===== src/rtl/dmem_pkg.sv =====
// dmem_pkg: shared types and lane helpers for the data-memory controller.
//   mem_size_e    - request size encoding (matches the core's 2-bit size field)
//   dmem_state_e  - controller FSM states
//   lane_replicate(wdata, size)             - copy right-aligned store data into every lane
//   load_extend(word, offset, size, is_unsigned) - select a lane and sign/zero-extend it
//   store_merge(old, new_data, offset, size)     - replace the target lane(s) of old
package dmem_pkg;

    typedef enum logic [1:0] {
        BYTE    = 2'b00,
        HALF    = 2'b01,
        WORD    = 2'b10,
        ILLEGAL = 2'b11
    } mem_size_e;

    typedef enum logic [2:0] {
        ST_IDLE,
        ST_RD,
        ST_RMW,
        ST_WACK,
        ST_ERR
    } dmem_state_e;

    localparam int LANE_BYTES = 4;

    // With the data copied into every lane, the merge only needs a lane mask,
    // not a variable shift of the store data.
    function automatic logic [31:0] lane_replicate(input logic [31:0] wdata,
                                                   input mem_size_e   size);
        logic [31:0] result;
        case (size)
            BYTE:    result = {LANE_BYTES{wdata[7:0]}};
            HALF:    result = {2{wdata[15:0]}};
            default: result = wdata;
        endcase
        return result;
    endfunction

    function automatic logic [31:0] load_extend(input logic [31:0] word,
                                                input logic [1:0]  offset,
                                                input mem_size_e   size,
                                                input logic        is_unsigned);
        logic        [31:0] shifted;
        logic signed [7:0]  byte_s;
        logic signed [15:0] half_s;
        logic signed [31:0] ext_s;
        logic        [31:0] result;
        // Little-endian: offset 0 is bits [7:0]; halves are aligned so only offset[1] matters.
        shifted = word >> {offset, 3'b000};
        byte_s  = shifted[7:0];
        half_s  = shifted[15:0];
        ext_s   = '0;
        case (size)
            BYTE: begin
                ext_s  = byte_s;
                result = is_unsigned ? {24'd0, shifted[7:0]} : ext_s;
            end
            HALF: begin
                ext_s  = half_s;
                result = is_unsigned ? {16'd0, shifted[15:0]} : ext_s;
            end
            WORD:    result = word;
            default: result = '0;
        endcase
        return result;
    endfunction

    function automatic logic [31:0] store_merge(input logic [31:0] old,
                                                input logic [31:0] new_data,
                                                input logic [1:0]  offset,
                                                input mem_size_e   size);
        logic [31:0] mask;
        case (size)
            BYTE:    mask = 32'h0000_00FF << {offset, 3'b000};
            HALF:    mask = 32'h0000_FFFF << {offset[1], 4'b0000};
            WORD:    mask = '1;
            default: mask = '0;
        endcase
        return (old & ~mask) | (new_data & mask);
    endfunction

endpackage


===== src/rtl/dmem_align.sv =====
// dmem_align: combinational lane logic for dmem_ctrl.
//   req_offset/req_size/req_wdata - live request fields (misalignment check, replication)
//   ram_rdata                     - word read back from the RAM
//   lat_offset/lat_size/lat_unsigned/lat_wdata - fields latched at accept
//   misaligned  - request is misaligned or has the illegal size
//   wdata_repl  - store data copied into every lane, ready to latch
//   load_data   - extended load result
//   merge_data  - read word with the target lane(s) replaced
import dmem_pkg::*;

module dmem_align (
    input  logic [1:0]  req_offset,
    input  mem_size_e   req_size,
    input  logic [31:0] req_wdata,
    input  logic [31:0] ram_rdata,
    input  logic [1:0]  lat_offset,
    input  mem_size_e   lat_size,
    input  logic        lat_unsigned,
    input  logic [31:0] lat_wdata,
    output logic        misaligned,
    output logic [31:0] wdata_repl,
    output logic [31:0] load_data,
    output logic [31:0] merge_data
);

    always_comb begin
        misaligned = 1'b0;
        case (req_size)
            HALF:    misaligned = req_offset[0];
            WORD:    misaligned = (req_offset != 2'b00);
            ILLEGAL: misaligned = 1'b1;
            default: misaligned = 1'b0;
        endcase
    end

    assign wdata_repl = lane_replicate(req_wdata, req_size);
    assign load_data  = load_extend(ram_rdata, lat_offset, lat_size, lat_unsigned);
    assign merge_data = store_merge(ram_rdata, lat_wdata, lat_offset, lat_size);

endmodule


===== src/rtl/dmem_ctrl.sv =====
// dmem_ctrl: requester-side controller for the single-port data RAM.
//   i_clk, i_rst_n               - clock, async active-low reset
//   i_req_valid/o_req_ready      - request handshake (ready only in IDLE)
//   i_req_we, i_req_addr, i_req_size, i_req_unsigned, i_req_wdata - request fields
//   o_rsp_valid, o_rsp_rdata, o_rsp_err - one-cycle response
//   o_ram_we, o_ram_addr, o_ram_wrdata, i_ram_rdata - RAM port (rdata one cycle after addr)
// Word stores write in the accept cycle; sub-word stores read in the accept
// cycle and write the merged word in the following RMW cycle.
import dmem_pkg::*;

module dmem_ctrl #(
    parameter int ADDR_WIDTH = 12,
    parameter int DATA_WIDTH = 32
) (
    input  logic                  i_clk,
    input  logic                  i_rst_n,
    input  logic                  i_req_valid,
    output logic                  o_req_ready,
    input  logic                  i_req_we,
    input  logic [31:0]           i_req_addr,
    input  logic [1:0]            i_req_size,
    input  logic                  i_req_unsigned,
    input  logic [DATA_WIDTH-1:0] i_req_wdata,
    output logic                  o_rsp_valid,
    output logic [DATA_WIDTH-1:0] o_rsp_rdata,
    output logic                  o_rsp_err,
    output logic                  o_ram_we,
    output logic [ADDR_WIDTH-1:0] o_ram_addr,
    output logic [DATA_WIDTH-1:0] o_ram_wrdata,
    input  logic [DATA_WIDTH-1:0] i_ram_rdata
);

    dmem_state_e           state_q, state_d;
    mem_size_e             req_size;
    logic                  accept;
    logic [ADDR_WIDTH-1:0] req_word_addr;
    logic                  misaligned;
    logic [31:0]           wdata_repl;
    logic [31:0]           load_data;
    logic [31:0]           merge_data;

    logic [ADDR_WIDTH-1:0] addr_p1;
    logic [1:0]            off_p1;
    mem_size_e             size_p1;
    logic                  uns_p1;
    logic [31:0]           wdata_p1;

    // Bits above the RAM word address are dropped, so addresses wrap.
    logic unused_addr_bits;
    assign unused_addr_bits = ^i_req_addr[31:ADDR_WIDTH+2];

    assign req_size      = mem_size_e'(i_req_size);
    assign req_word_addr = i_req_addr[ADDR_WIDTH+1:2];
    assign o_req_ready   = (state_q == ST_IDLE);
    assign accept        = i_req_valid & (state_q == ST_IDLE);

    dmem_align u_align (
        .req_offset   (i_req_addr[1:0]),
        .req_size     (req_size),
        .req_wdata    (i_req_wdata),
        .ram_rdata    (i_ram_rdata),
        .lat_offset   (off_p1),
        .lat_size     (size_p1),
        .lat_unsigned (uns_p1),
        .lat_wdata    (wdata_p1),
        .misaligned   (misaligned),
        .wdata_repl   (wdata_repl),
        .load_data    (load_data),
        .merge_data   (merge_data)
    );

    // Stage p1: state and request fields captured at accept
    always_ff @(posedge i_clk or negedge i_rst_n) begin
        if (!i_rst_n) begin
            state_q  <= ST_IDLE;
            addr_p1  <= '0;
            off_p1   <= '0;
            size_p1  <= BYTE;
            uns_p1   <= 1'b0;
            wdata_p1 <= '0;
        end else begin
            state_q <= state_d;
            if (accept) begin
                addr_p1  <= req_word_addr;
                off_p1   <= i_req_addr[1:0];
                size_p1  <= req_size;
                uns_p1   <= i_req_unsigned;
                wdata_p1 <= wdata_repl;
            end
        end
    end

    always_comb begin
        state_d      = state_q;
        o_rsp_valid  = 1'b0;
        o_rsp_err    = 1'b0;
        o_rsp_rdata  = '0;
        o_ram_we     = 1'b0;
        o_ram_addr   = addr_p1;
        o_ram_wrdata = '0;
        case (state_q)
            ST_IDLE: begin
                // Address goes straight to the RAM so a load or RMW read
                // returns its data in the next cycle.
                o_ram_addr   = req_word_addr;
                o_ram_wrdata = i_req_wdata;
                if (accept) begin
                    if (misaligned) begin
                        state_d = ST_ERR;
                    end else if (!i_req_we) begin
                        state_d = ST_RD;
                    end else if (req_size == WORD) begin
                        // Gated by reset so a request held during reset never writes.
                        o_ram_we = i_rst_n;
                        state_d  = ST_WACK;
                    end else begin
                        state_d = ST_RMW;
                    end
                end
            end
            ST_RD: begin
                o_rsp_valid = 1'b1;
                o_rsp_rdata = load_data;
                state_d     = ST_IDLE;
            end
            ST_RMW: begin
                o_ram_we     = 1'b1;
                o_ram_wrdata = merge_data;
                state_d      = ST_WACK;
            end
            ST_WACK: begin
                o_rsp_valid = 1'b1;
                state_d     = ST_IDLE;
            end
            ST_ERR: begin
                o_rsp_valid = 1'b1;
                o_rsp_err   = 1'b1;
                state_d     = ST_IDLE;
            end
            default: state_d = ST_IDLE;
        endcase
    end

endmodule


===== config.mk =====
export PLATFORM = sky130hd
export DESIGN_NAME = dmem_ctrl
export DESIGN_NICKNAME = d
export VERILOG_FILES = /design/src/rtl/dmem_pkg.sv /design/src/rtl/dmem_align.sv /design/src/rtl/dmem_ctrl.sv
export SDC_FILE = /design/constraint.sdc
export NUM_CORES = 1
export LEC_CHECK = 0
export ABC_CLOCK_PERIOD_IN_PS = 4350
export BUFFER_PORTS_ARGS = -buffer_cell sky130_fd_sc_hd__buf_2
export CORE_UTILIZATION = 35
export CTS_CLUSTER_SIZE = 10
export DETAILED_ROUTE_END_ITERATION = 7
export GPL_TIMING_DRIVEN = 0
export PLACE_DENSITY_LB_ADDON = 0.12
export SLEW_MARGIN = 20
export SYNTH_ARGS = -nofsm -noshare
export SYNTH_HDL_FRONTEND = slang
export SYNTH_HIERARCHICAL = 1
export SYNTH_SLANG_ARGS = --single-unit
export TNS_END_PERCENT = 50

===== constraint.sdc =====
create_clock -name i_clk -period 4.35 [get_ports i_clk]
set_input_delay 0.2175 -clock i_clk [delete_from_list [all_inputs] [get_ports i_clk]]
set_output_delay 0.2175 -clock i_clk [all_outputs]
set_load 0.1 [all_outputs]

Yosys cells after proc, flatten, opt, wreduce, memory -nomap -nowiden --
Cells that the tools add are included.
Operators by class: eq/ne operators 10, shifts and indexed selects 3, mux-type cells 21, bitwise operators 5, reduce and logical (&&, ||, !) cells 5
Operators by type and width (number):
- $pmux 32 s3 | 2
- $pmux 32 s2 | 2
- $mux 32 | 3
- $and 32x32->32 | 2
- $not 32->32 | 1
- $or 32x32->32 | 1
- $shl 16x5->32 const A | 1
- $shl 8x5->32 const A | 1
- $shr 32x5->16 | 1
- $mux 12 | 1
- $mux 1 | 7
- $eq 2x2->1 const B | 3
- $eq 3x2->1 const B | 2
- $mux 3 | 2
- $pmux 3 s2 | 1
- $eq 2x1->1 const B | 2
- $logic_not 2->1 | 2
- $eq 3x1->1 const B | 1
- $eq 3x3->1 const B | 1
- $logic_not 3->1 | 1
- $pmux 1 s3 | 1
- $reduce_or 3->1 | 1
- $mux 2 | 1
- $ne 2x1->1 const B | 1
- 3 further kinds | 3
Word-level totals: register bits after elaboration 52, input port bits 103, output and inout bits 80, word-level logic and storage cells 50

Depth between registers and ports, before layout --
word-level depth 6, gate-level depth with buffers 7, depth with buffers taken out 5

Cells and area by module --
Netlist, hierarchy kept.
By module, submodules not included:
- dmem_ctrl | instances 1, cells each 212, area each 2716.4 sq um, seq. area each 1301.2 sq um
- dmem_align | instances 1, cells each 205, area each 1580.3 sq um, seq. area each 0.0 sq um

Least setup slack after synthesis --
Ideal clock, no wire load.
path kind register to output, start register state_q[2], end output o_ram_wrdata[0], arrival time 2.770 ns, required time 4.133 ns, path slack 1.362 ns, stages on the path, launching flop included 4, buffers on the path 1, cell sequence dfrtp_1 > nor3_4 > clkbuf_1 > a22o_1
On the way: longest elaborated chain between the ends 2, elaborated cells on any way between the ends 3, those cells by class eq/ne: 1; mux: 1; reduce/logical: 1
RTL lines:
- start, declared | RTL line dmem_ctrl.sv:33 | dmem_state_e state_q, state_d;
- start signal, assigned | RTL line dmem_ctrl.sv:82 | state_q <= state_d;
- $logic_not 3->1
- via o_req_ready | RTL line dmem_ctrl.sv:18 | output logic o_req_ready,
- $pmux 32 s2 | RTL line dmem_ctrl.sv:101 | case (state_q)
- end, declared | RTL line dmem_ctrl.sv:29 | output logic [DATA_WIDTH-1:0] o_ram_wrdata,
The timed path passes the listed nets, and every way through them passes these cells.

Final worst setup path --
start register off_p1[1], end output o_rsp_rdata[0]
On the way: longest elaborated chain between the ends 4, elaborated cells on any way between the ends 5, those cells by class shift: 1; mux: 4
RTL lines:
- start, declared | RTL line dmem_ctrl.sv:43 | logic [1:0] off_p1;
- start signal, assigned | RTL line dmem_ctrl.sv:85 | off_p1 <= i_req_addr[1:0];
- $shr 32x5->16 (*) | RTL line dmem_pkg.sv:49 | shifted = word >> {offset, 3'b000};
- $mux 32, on equally long branches | RTL line dmem_pkg.sv:60, dmem_pkg.sv:56
- $pmux 32 s3 (*) | RTL line dmem_pkg.sv:53 | case (size)
- via load_data[0] | RTL line dmem_ctrl.sv:39 | logic [31:0] load_data;
- $mux 32 (*) | RTL line dmem_ctrl.sv:101
- end, declared | RTL line dmem_ctrl.sv:25 | output logic [DATA_WIDTH-1:0] o_rsp_rdata,
Mark *: on every way through the listed nets, which the timed path passes. The rest lies on a longest branch.

==> results_dict.tcl <==
set metrics [dict create \
    antenna_cells 0 \
    fin_crit_sh 0.691 \
    syn_area_per_cell_um2 10.3 \
    final_cell_mix "buf_2 (172), mux2_2 (117), dfrtp_1 (52)" \
    worstPathMaxFanout 10 \
    yosysUniqueCellTypes 38 \
    worstMarginPinSlew_ns 1.10 \
    worstHoldPathCells 2 \
    root_buffer "clkbuf_16" \
    min_period_ns 3.00 \
    pre_cts_slack_ns 1.69 \
    antenna_found_initial 1 \
    hp-class "in2reg" \
    routabilityCongestion 0.849 \
    cts.sinks 52 \
    maxCapViolations 0 \
    startpoint_type "flop" \
    cts_made_buffers 5 \
    grt.total_usage 0.238 \
    die_y_um 113 \
    clockBufferDepth 2 \
    relSlewSlack 0.246 \
    min_from "i_req_addr[2]" \
    skew_ns 0.00549 \
    drt_iter0_drc 152 \
    fin_tns_setup_ns 0 \
    ant_nets 0 \
    wl_per_cell_um 20.3 \
    nNetsFinal 692 \
    fin_ws_ns 1.35 \
    grt_pass1_wl_um 22900 \
    syn_nets 520 \
    globalRouteOverflowTotal 0 \
    synth.yosys.seq_area_share 0.303 \
    synth_area_leaders "mux2_2 (31%), dfrtp_1 (30%), a22o_1 (6.5%)" \
    cts_setup_buffers 0 \
    syn_area_um2 4300 \
    htree_levels 2 \
    holdWs_ns 0.160 \
    core_um2 12000 \
    path_class "reg2out" \
    max_freq_mhz 333 \
    synthCells 417 \
    num_vias 4012 \
    dieArea_um2 12700 \
    grt_setup_unrepaired "false" \
    slew_violations 0 \
    outcome "complete, no violations" \
    yosysTopAreaCellShare 0.307 \
    r2r_cells 4 \
    grt_max_degree 54 \
    initial_utilization 0.358 \
    seq_area_um2 1300 \
    worstPathRequired_ns 4.13 \
    layout_commonest_cell "buf_2" \
    min_to "addr_p1[0]" \
    multi_input_comb_area_um2 2740 \
    synth_seq_cells 52 \
    tritoncts "done" \
    path_clk_slew_ns 0.07 \
    yosys_warnings 6 \
    drc 0 \
    crit-reg2reg-launch "state_q[2]" \
    final-setup-viol-count 0 \
    cp-end-kind "primary output" \
    arrival_ns 2.79 \
    dp.cells 728 \
    die_w_um 113 \
    drive_gt1_frac 0.546 \
    nFillCells 1221 \
    area_growth_syn_to_layout_pct 27.2 \
    io-pin-count 183 \
    hpwl_um 11600 \
    drt_pre_antenna_iters 5 \
    grt_pass1_vias 4028 \
    rrSetupSlack_ns 2.59 \
    portBuffers 164 \
    synth_top_area_cell "mux2_2" \
    vias_per_cell 5.44 \
    drt_wl_total_um 14900 \
    hold_viol_final 0 \
    final_cells 737 \
    insertion_delay_ns 0.30 \
    num_rows 40 \
    r2r_end "wdata_p1[19]" \
]
## worst max-delay path: stages, from the launching register on
cell and delay [ns]:
dfrtp_1 0.45, clkbuf_1 0.25, o31ai_1 0.80, nand2_1 0.15, o21ai_0 0.20, and2_1 0.20
buf_2 0.43
## per-layer routing
| metal | global-route usage | share of wire | up-vias |
|---|---|---|---|
| met3 | 0.0423 | 0.057 | 22 |
| met4 | 0.0667 | 0.018 | 2 |
| met1 | 0.316 | 0.46 | 1949 |
| met5 | 0 | 0.00087 | - |
| li1 | - | - | 1878 |
| met2 | 0.398 | 0.47 | 161 |
## Yosys cell counts (all sizes together)
library cell and number:
mux2 117, dfrtp 52, and2 33, a22o 32, buf 26, o21ai 26
nand2 19, a21o 18, clkbuf 15, a22oi 14, a21oi 12, mux2i 10
nor2 10, nand2b 6, nor2b 5, inv 3, a211o 2, nor3 2
nor4 2, o21bai 2, o31ai 2, a2111oi 1, a211oi 1, and3 1
nor3b 1, nor4b 1, o21a 1, o2bb2ai 1, or3b 1, or4 1
## kinds of logic after synthesis
| group | after synthesis | share of synthesized area |
|---|---|---|
| AOI/OAI and AO/OA | 112 | 0.193 |
| muxes | 127 | 0.330 |
| buffers and inverters | 44 | 0.0603 |
| DFF | 52 | 0.303 |
| and+or+nand+nor | 82 | 0.114 |
## worst max path at each step
stage                     from              end
CTS                  off_p1[1]   o_rsp_rdata[0]
finish               off_p1[1]   o_rsp_rdata[0]
global route         off_p1[1]   o_rsp_rdata[0]
floorplan           state_q[2]  o_ram_wrdata[0]
global placement     off_p1[1]   o_rsp_rdata[0]
detailed placement   off_p1[1]   o_rsp_rdata[0]
## flip-flops by register name (all words and copies together) (netlist names)
register  cells
size_p1       2
off_p1        2
state_q       3
addr_p1      12
uns_p1        1
wdata_p1     32
## metrics by stage
stage	util	cell area, um^2
floorplan	-	4300
global placement	0.441	5300
detailed placement	0.442	5300
CTS	0.455	5460
global route	0.455	5460
finish	0.455	5460
## cell type report
cell class                 count  area share
buffer                        41      0.0453
clock buffer                   7      0.0261
clock inverter                 1     0.00137
inverter                       3     0.00206
multi-input combinational    321       0.501
sequential                    52       0.238
tap                          147      0.0337
timing repair buffer         165       0.153
## timing repair
| item | CTS | global route |
|---|---|---|
| gates resized for setup | 0 | 0 |
| hold endpoints to repair | 9 | 0 |
| setup endpoints to repair | 0 | 0 |
| hold buffers | 1 | 0 |
Power is not shown: default switching activity piles up to over one toggle a cycle in this logic, so the estimate is an artifact.
